===== config.mk =====
export PLATFORM = sky130hd
export DESIGN_NAME = input_event_capture
export DESIGN_NICKNAME = d
export VERILOG_FILES = /design/src/rtl/input_event_capture.sv
export SDC_FILE = /design/constraint.sdc
export NUM_CORES = 2
export LEC_CHECK = 0
export BUFFER_PORTS_ARGS = -buffer_cell sky130_fd_sc_hd__buf_2
export CORE_MARGIN = 5
export CORE_UTILIZATION = 63
export DETAILED_ROUTE_END_ITERATION = 10
export PLACE_DENSITY = 0.78
export SETUP_SLACK_MARGIN = 0.15
export SKIP_LAST_GASP = 1
export SYNTH_ARGS = -nofsm -noshare
export SYNTH_HDL_FRONTEND = slang
export SYNTH_SLANG_ARGS = --single-unit

===== constraint.sdc =====
create_clock -name clk_sys -period 10.3 [get_ports clk_sys]
set_input_delay 2.06 -clock clk_sys [delete_from_list [all_inputs] [get_ports clk_sys]]
set_output_delay 2.06 -clock clk_sys [all_outputs]
set_load 0.01 [all_outputs]

===== src/rtl/input_event_capture.sv =====
// input_event_capture
//   Per-frame input event engine for up to PLAYERS controllers. A sample strobe
//   snapshots every joystick word. The players are then scanned in order, one per
//   cycle. Each player whose state differs from the last delivered state queues a
//   {player, new state, change mask} event in a first-word-fall-through FIFO.
//   Independently, per-player spinner deltas are accumulated into wrapped
//   position counters.
//
// Ports
//   clk_sys      system clock (single domain)
//   reset        synchronous active-high reset
//   sample       one-cycle frame strobe; starts a snapshot + scan
//   joystick     PLAYERS*BTN_W joystick words, player p at [p*BTN_W +: BTN_W]
//   spinner      PLAYERS*9 spinner lanes, [p*9+8]=toggle, [p*9 +: 8]=signed delta
//   evt_valid    FIFO head is valid
//   evt_ready    consumer accepts the head entry
//   evt_player   head entry player index
//   evt_buttons  head entry new joystick state
//   evt_changed  head entry change mask vs previously delivered state
//   fifo_count   entries held, 0..DEPTH
//   spin_pos     PLAYERS*SPIN_W wrapped spinner positions
//   err          sticky: [0]=event dropped on full FIFO, [1]=sample during scan
//   err_clr      clears err; a simultaneous set wins
module input_event_capture #(
  parameter int PLAYERS = 6,
  parameter int BTN_W   = 32,
  parameter int DEPTH   = 16,
  parameter int SPIN_W  = 16,
  localparam int PW = (PLAYERS > 1) ? $clog2(PLAYERS) : 1,
  localparam int CW = $clog2(DEPTH) + 1
) (
  input  logic                      clk_sys,
  input  logic                      reset,
  input  logic                      sample,
  input  logic [PLAYERS*BTN_W-1:0]  joystick,
  input  logic [PLAYERS*9-1:0]      spinner,
  output logic                      evt_valid,
  input  logic                      evt_ready,
  output logic [PW-1:0]             evt_player,
  output logic [BTN_W-1:0]          evt_buttons,
  output logic [BTN_W-1:0]          evt_changed,
  output logic [CW-1:0]             fifo_count,
  output logic [PLAYERS*SPIN_W-1:0] spin_pos,
  output logic [1:0]                err,
  input  logic                      err_clr
);

  localparam int AW = $clog2(DEPTH);
  localparam int EW = PW + 2 * BTN_W;

  typedef enum logic {S_IDLE, S_SCAN} state_t;

  state_t                        r_state;
  state_t                        w_state_next;
  logic                          w_scanning;
  logic                          w_latch;
  logic                          w_missed;

  logic [PW-1:0]                 r_idx;
  logic [PLAYERS-1:0][BTN_W-1:0] r_snap;
  logic [PLAYERS-1:0][BTN_W-1:0] r_prev;
  logic [BTN_W-1:0]              w_snap_cur;
  logic [BTN_W-1:0]              w_delta;

  logic [EW-1:0]                 r_mem [DEPTH];
  logic [AW-1:0]                 r_wr_ptr;
  logic [AW-1:0]                 r_rd_ptr;
  logic [CW-1:0]                 r_count;
  logic [EW-1:0]                 w_head;
  logic                          w_pop;
  logic                          w_full;
  logic                          w_push_req;
  logic                          w_push;
  logic                          w_drop;
  logic [1:0]                    r_err;
  logic                          r_spin_load;

  // ---------------- FSM ----------------
  always_ff @(posedge clk_sys) begin
    if (reset) r_state <= S_IDLE;
    else       r_state <= w_state_next;
  end

  always_comb begin
    w_state_next = r_state;
    case (r_state)
      S_IDLE:  if (sample) w_state_next = S_SCAN;
      S_SCAN:  if (r_idx == PW'(PLAYERS - 1)) w_state_next = S_IDLE;
      default: w_state_next = S_IDLE;
    endcase
  end

  always_comb begin
    w_scanning = (r_state == S_SCAN);
    w_latch    = (r_state == S_IDLE) && sample;
    w_missed   = (r_state == S_SCAN) && sample;
  end

  // ---------------- scan datapath ----------------
  assign w_snap_cur = r_snap[r_idx];
  assign w_delta    = w_snap_cur ^ r_prev[r_idx];

  // A full FIFO still accepts a push when the head leaves on the same edge.
  assign w_pop      = evt_valid && evt_ready;
  assign w_full     = (r_count == CW'(DEPTH));
  assign w_push_req = w_scanning && (w_delta != '0);
  assign w_push     = w_push_req && (!w_full || w_pop);
  assign w_drop     = w_push_req && !w_push;

  always_ff @(posedge clk_sys) begin
    if (reset) begin
      r_idx  <= '0;
      r_snap <= '0;
    end else if (w_latch) begin
      r_idx  <= '0;
      r_snap <= joystick;
    end else if (w_scanning) begin
      r_idx  <= r_idx + PW'(1);
    end
  end

  // prev only advances when the event really made it into the FIFO, so a
  // dropped change is reported again against the last delivered state.
  always_ff @(posedge clk_sys) begin
    if (reset)       r_prev <= '0;
    else if (w_push) r_prev[r_idx] <= w_snap_cur;
  end

  // ---------------- event FIFO ----------------
  always_ff @(posedge clk_sys) begin
    if (w_push) r_mem[r_wr_ptr] <= {r_idx, w_snap_cur, w_delta};
  end

  always_ff @(posedge clk_sys) begin
    if (reset) begin
      r_wr_ptr <= '0;
      r_rd_ptr <= '0;
      r_count  <= '0;
    end else begin
      if (w_push) r_wr_ptr <= r_wr_ptr + AW'(1);
      if (w_pop)  r_rd_ptr <= r_rd_ptr + AW'(1);
      case ({w_push, w_pop})
        2'b10:   r_count <= r_count + CW'(1);
        2'b01:   r_count <= r_count - CW'(1);
        default: r_count <= r_count;
      endcase
    end
  end

  // Head is read straight from the array; outputs are forced to zero when
  // empty so stale or uninitialised entries never show.
  assign w_head      = r_mem[r_rd_ptr];
  assign evt_valid   = (r_count != '0);
  assign fifo_count  = r_count;
  assign evt_player  = evt_valid ? w_head[2*BTN_W +: PW]  : '0;
  assign evt_buttons = evt_valid ? w_head[BTN_W +: BTN_W] : '0;
  assign evt_changed = evt_valid ? w_head[0 +: BTN_W]     : '0;

  // ---------------- sticky errors ----------------
  always_ff @(posedge clk_sys) begin
    if (reset) begin
      r_err <= '0;
    end else begin
      r_err[0] <= w_drop   ? 1'b1 : (err_clr ? 1'b0 : r_err[0]);
      r_err[1] <= w_missed ? 1'b1 : (err_clr ? 1'b0 : r_err[1]);
    end
  end
  assign err = r_err;

  // ---------------- spinners ----------------
  // First edge out of reset only captures the toggle levels.
  always_ff @(posedge clk_sys) begin
    if (reset) r_spin_load <= 1'b1;
    else       r_spin_load <= 1'b0;
  end

  generate
    for (genvar gi = 0; gi < PLAYERS; gi++) begin : g_spin
      logic              w_tog;
      logic [7:0]        w_d8;
      logic              r_last_tog;
      logic [SPIN_W-1:0] r_pos;

      assign w_tog = spinner[gi*9 + 8];
      assign w_d8  = spinner[gi*9 +: 8];

      always_ff @(posedge clk_sys) begin
        if (reset) begin
          r_pos      <= '0;
          r_last_tog <= 1'b0;
        end else if (r_spin_load) begin
          r_last_tog <= w_tog;
        end else if (w_tog != r_last_tog) begin
          r_pos      <= r_pos + {{(SPIN_W-8){w_d8[7]}}, w_d8};
          r_last_tog <= w_tog;
        end
      end

      assign spin_pos[gi*SPIN_W +: SPIN_W] = r_pos;
    end
  endgenerate

endmodule


==> flow_metrics.py <==
metrics = {
    "status": {
        "status": "complete, no violations",
    },
    "timing": {
        "final_hold_viol_count": 0,
        "finalCritPeriodShare_pct": 73.93,
        "worst_pin_slew_ns": 1.406,
        "maxSlewViolCount": 0,
        "setup_violations": 0,
        "max_freq_mhz": 131.3,
        "fin_crit_ns": 7.615,
        "finalSetupTns_ns": 0,
        "rsz0062_at_grt": "false",
        "clock_skew_ns": 0.03971,
        "max_slew_margin_pct": 5.948,
    },
    "cts": {
        "clock_sink_count": 1582,
        "cts_inserted_buffers": 154,
        "insertion_delay_ns": 0.78,
        "cts_hold_buf": 0,
        "postCtsSetupBuffers": 0,
        "htree_levels": 4,
        "cts_tree": "yes",
        "clock_path_buffers": 3,
        "cts-root-buf": "clkbuf_16",
        "cts-resized-gates": 0,
        "path_clk_slew_ns": 0.06,
    },
    "die": {
        "start_util_pct": 63.16,
        "placementRows": 119,
        "core-area_mm2": 0.1048,
        "ioPinCount": 422,
        "die_h_um": 334.2,
        "fp.dieW_um": 334.2,
        "die_area_mm2": 0.1117,
    },
    "yosys": {
        "syn_area_mm2": 0.06620,
        "syn_avg_cell_area_um2": 14.37,
        "synth_seq_cells": 1582,
        "synth.distinct_cells": 74,
        "yosys-top-cells-area": "edfxtp_1, dfxtp_1, mux4_2",
        "yosysTopAreaCell": "edfxtp_1",
        "syn-instance-count": 4608,
        "ys.flop_type": "edfxtp_1",
        "synth_warnings": 0,
        "async_flop_share_pct": 0,
        "syn-num-nets": 4967,
        "synth-edff-count": 1072,
        "synth_top_area_share_pct": 48.62,
        "ys_seq_area_share_pct": 64.05,
        "yosysMostFrequentCell": "edfxtp_1",
        "synthTopCellsByCount": "edfxtp_1, nand2_1, dfxtp_1, a21oi_1, mux4_2",
    },
    "global_routing": {
        "grt_max_degree": 121,
        "grt_pass1_wl_mm": 274.1,
        "overflow": 0,
        "grt_pass1_vias": 42016,
        "antenna_found_initial": 30,
        "grt_usage_pct": 32.90,
    },
    "place": {
        "gp_congestion": 0.8872,
        "dpl_cell_area_mm2": 0.06953,
        "port_buffers": 421,
        "hpwlAfterDp_mm": 108.3,
    },
    "route": {
        "remaining_drc_errors": 0,
        "wire_per_inst_um": 28.46,
        "detail-route-antenna-nets": 0,
        "drt_iter0_markers": 5071,
        "vias": 42305,
        "drtPass1Iterations": 5,
        "wirelength_mm": 185.3,
        "drt-vias-per-instance": 6.497,
    },
    "pwr": {
        "p_leak_nw": 27.03,
        "ir_drop_v": 0.0002200,
        "finalPower_w": 0.01594,
        "powerDensity_mw_per_mm2": 214.1,
    },
    "cells_and_area": {
        "area_growth_pct": 12.49,
        "layout.nets": 5342,
        "final_area_mm2": 0.07447,
        "drive_gt1_share_pct": 22.52,
    },
    "worst_setup_path": {
        "worstSetupPathType": "flip-flop to flip-flop",
        "startpoint_type": "flip-flop",
        "worst_setup_path_end_kind": "flip-flop",
        "arrival_ns": 8.00,
        "cp.required_ns": 10.69,
        "critical_path.max_fanout": 63,
    },
    "run": {
        "cap_violations": 0,
    },
    "hold_path": {
        "hp-class": "flip-flop to flip-flop",
    },
}
[final cells by class]
type / count / area [um^2]
inverter: 64 / 245.2
clock inverter: 64 / 570.5
clock buffer: 210 / 4289
timing repair buffer: 498 / 2695
fill: 6695 / 30350
multi-input combinational: 2683 / 22460
antenna: 19 / 47.55
tap: 1391 / 1740
sequential: 1582 / 42430
[registers in the layout, summed over array words and instances, names as in the netlist, named ones only]
signal,cells
r_mem,1072
r_prev,192
r_snap,192
g_spin.r_pos,96
g_spin.r_last_tog,6
fifo_count,5
r_rd_ptr,4
r_wr_ptr,4
r_idx,3
err,2
r_spin_load,1
r_state,1
[logic make-up after synthesis]
group	after synthesis	share of synthesized area, %
fa+ha+maj	108	2.120
mux	678	16.82
simple gates	1164	7.684
flops	1582	64.05
buf+inv	343	2.283
xor+xnor	109	1.442
compound gates	624	5.606
[path summary, 6_finish.rpt]
path,start,end,slack [ns],depth (start not counted)
worst min register to register,r_snap[66],r_snap[66],0.46,2
worst max register to register,r_idx[1],r_mem[12][44],2.69,11
worst min-delay path,r_snap[66],r_snap[66],0.46,2
worst max-delay path,r_idx[1],r_mem[12][44],2.69,11
[worst max-delay path, stage by stage, from the launching register on]
cell and delay, ns:
dfxtp_4 0.90, buf_4 0.56, or2_2 0.40, o22ai_1 0.15
a221oi_1 0.66, xor2_1 1.13, nor4_1 0.19, or4bb_1 0.25
or3_1 0.53, and3_1 0.80, and3_4 0.85, buf_4 0.74
[cell usage in the layout (no fill, tap or decap), types with 9 or more instances in the layout]
master	netlist	layout
nand4_1	12	12
clkbuf_8	0	14
a211o_1	9	9
o22ai_1	32	31
nand2_1	793	793
a211oi_1	20	20
and3_4	0	16
clkbuf_16	0	158
nor4_1	9	9
a21oi_1	363	363
a22oi_1	12	12
diode_2	0	19
mux4_2	344	344
buf_4	34	77
clkinv_1	2	22
a21o_1	22	22
nand2b_1	17	15
dfxtp_1	510	503
nor2b_1	32	29
o21a_1	9	9
buf_2	11	420
a221oi_1	16	15
xnor2_1	61	60
and3_1	27	11
nand3_1	27	27
and2_1	72	72
o21ai_0	57	56
clkinv_2	0	24
edfxtp_1	1072	1072
or3_1	24	24
ha_1	101	101
mux2_2	35	35
nor3_1	33	33
nor2_1	82	82
clkbuf_1	189	38
mux2i_1	299	299
xor2_1	48	43
inv_1	60	60
[power breakdown]
group          switching (W)  internal (W)
logic                0.00182       0.00141
clock network        0.00245       0.00312
registers           0.000139       0.00701
total                0.00440        0.0115
[metrics by stage]
step / setup slack (ns) / util [%] / hold slack (ns) / cells
2_1_floorplan: 4.995 / - / 0.4299 / 4608
6_report: 2.685 / 71.05 / 0.4552 / 6511
4_1_cts: 2.922 / 70.97 / 0.4547 / 6492
3_3_place_gp: 3.394 / 66.34 / 0.4415 / 6218
3_5_place_dp: 3.118 / 66.34 / 0.4466 / 6218
5_1_grt: 2.493 / 71.04 / 0.4716 / 6509
[layer usage]
metal,track usage [%],vias to the layer above,routed length [um],part of all wire [%]
met2,54.32,2592,91630,49
met3,5.777,423,17050,9.2
met5,0,-,44,0.024
li1,-,18104,-,-
met4,11.58,6,7114,3.8
met1,44.98,21180,69450,37
Note: power is estimated with default switching activity, not from simulation.
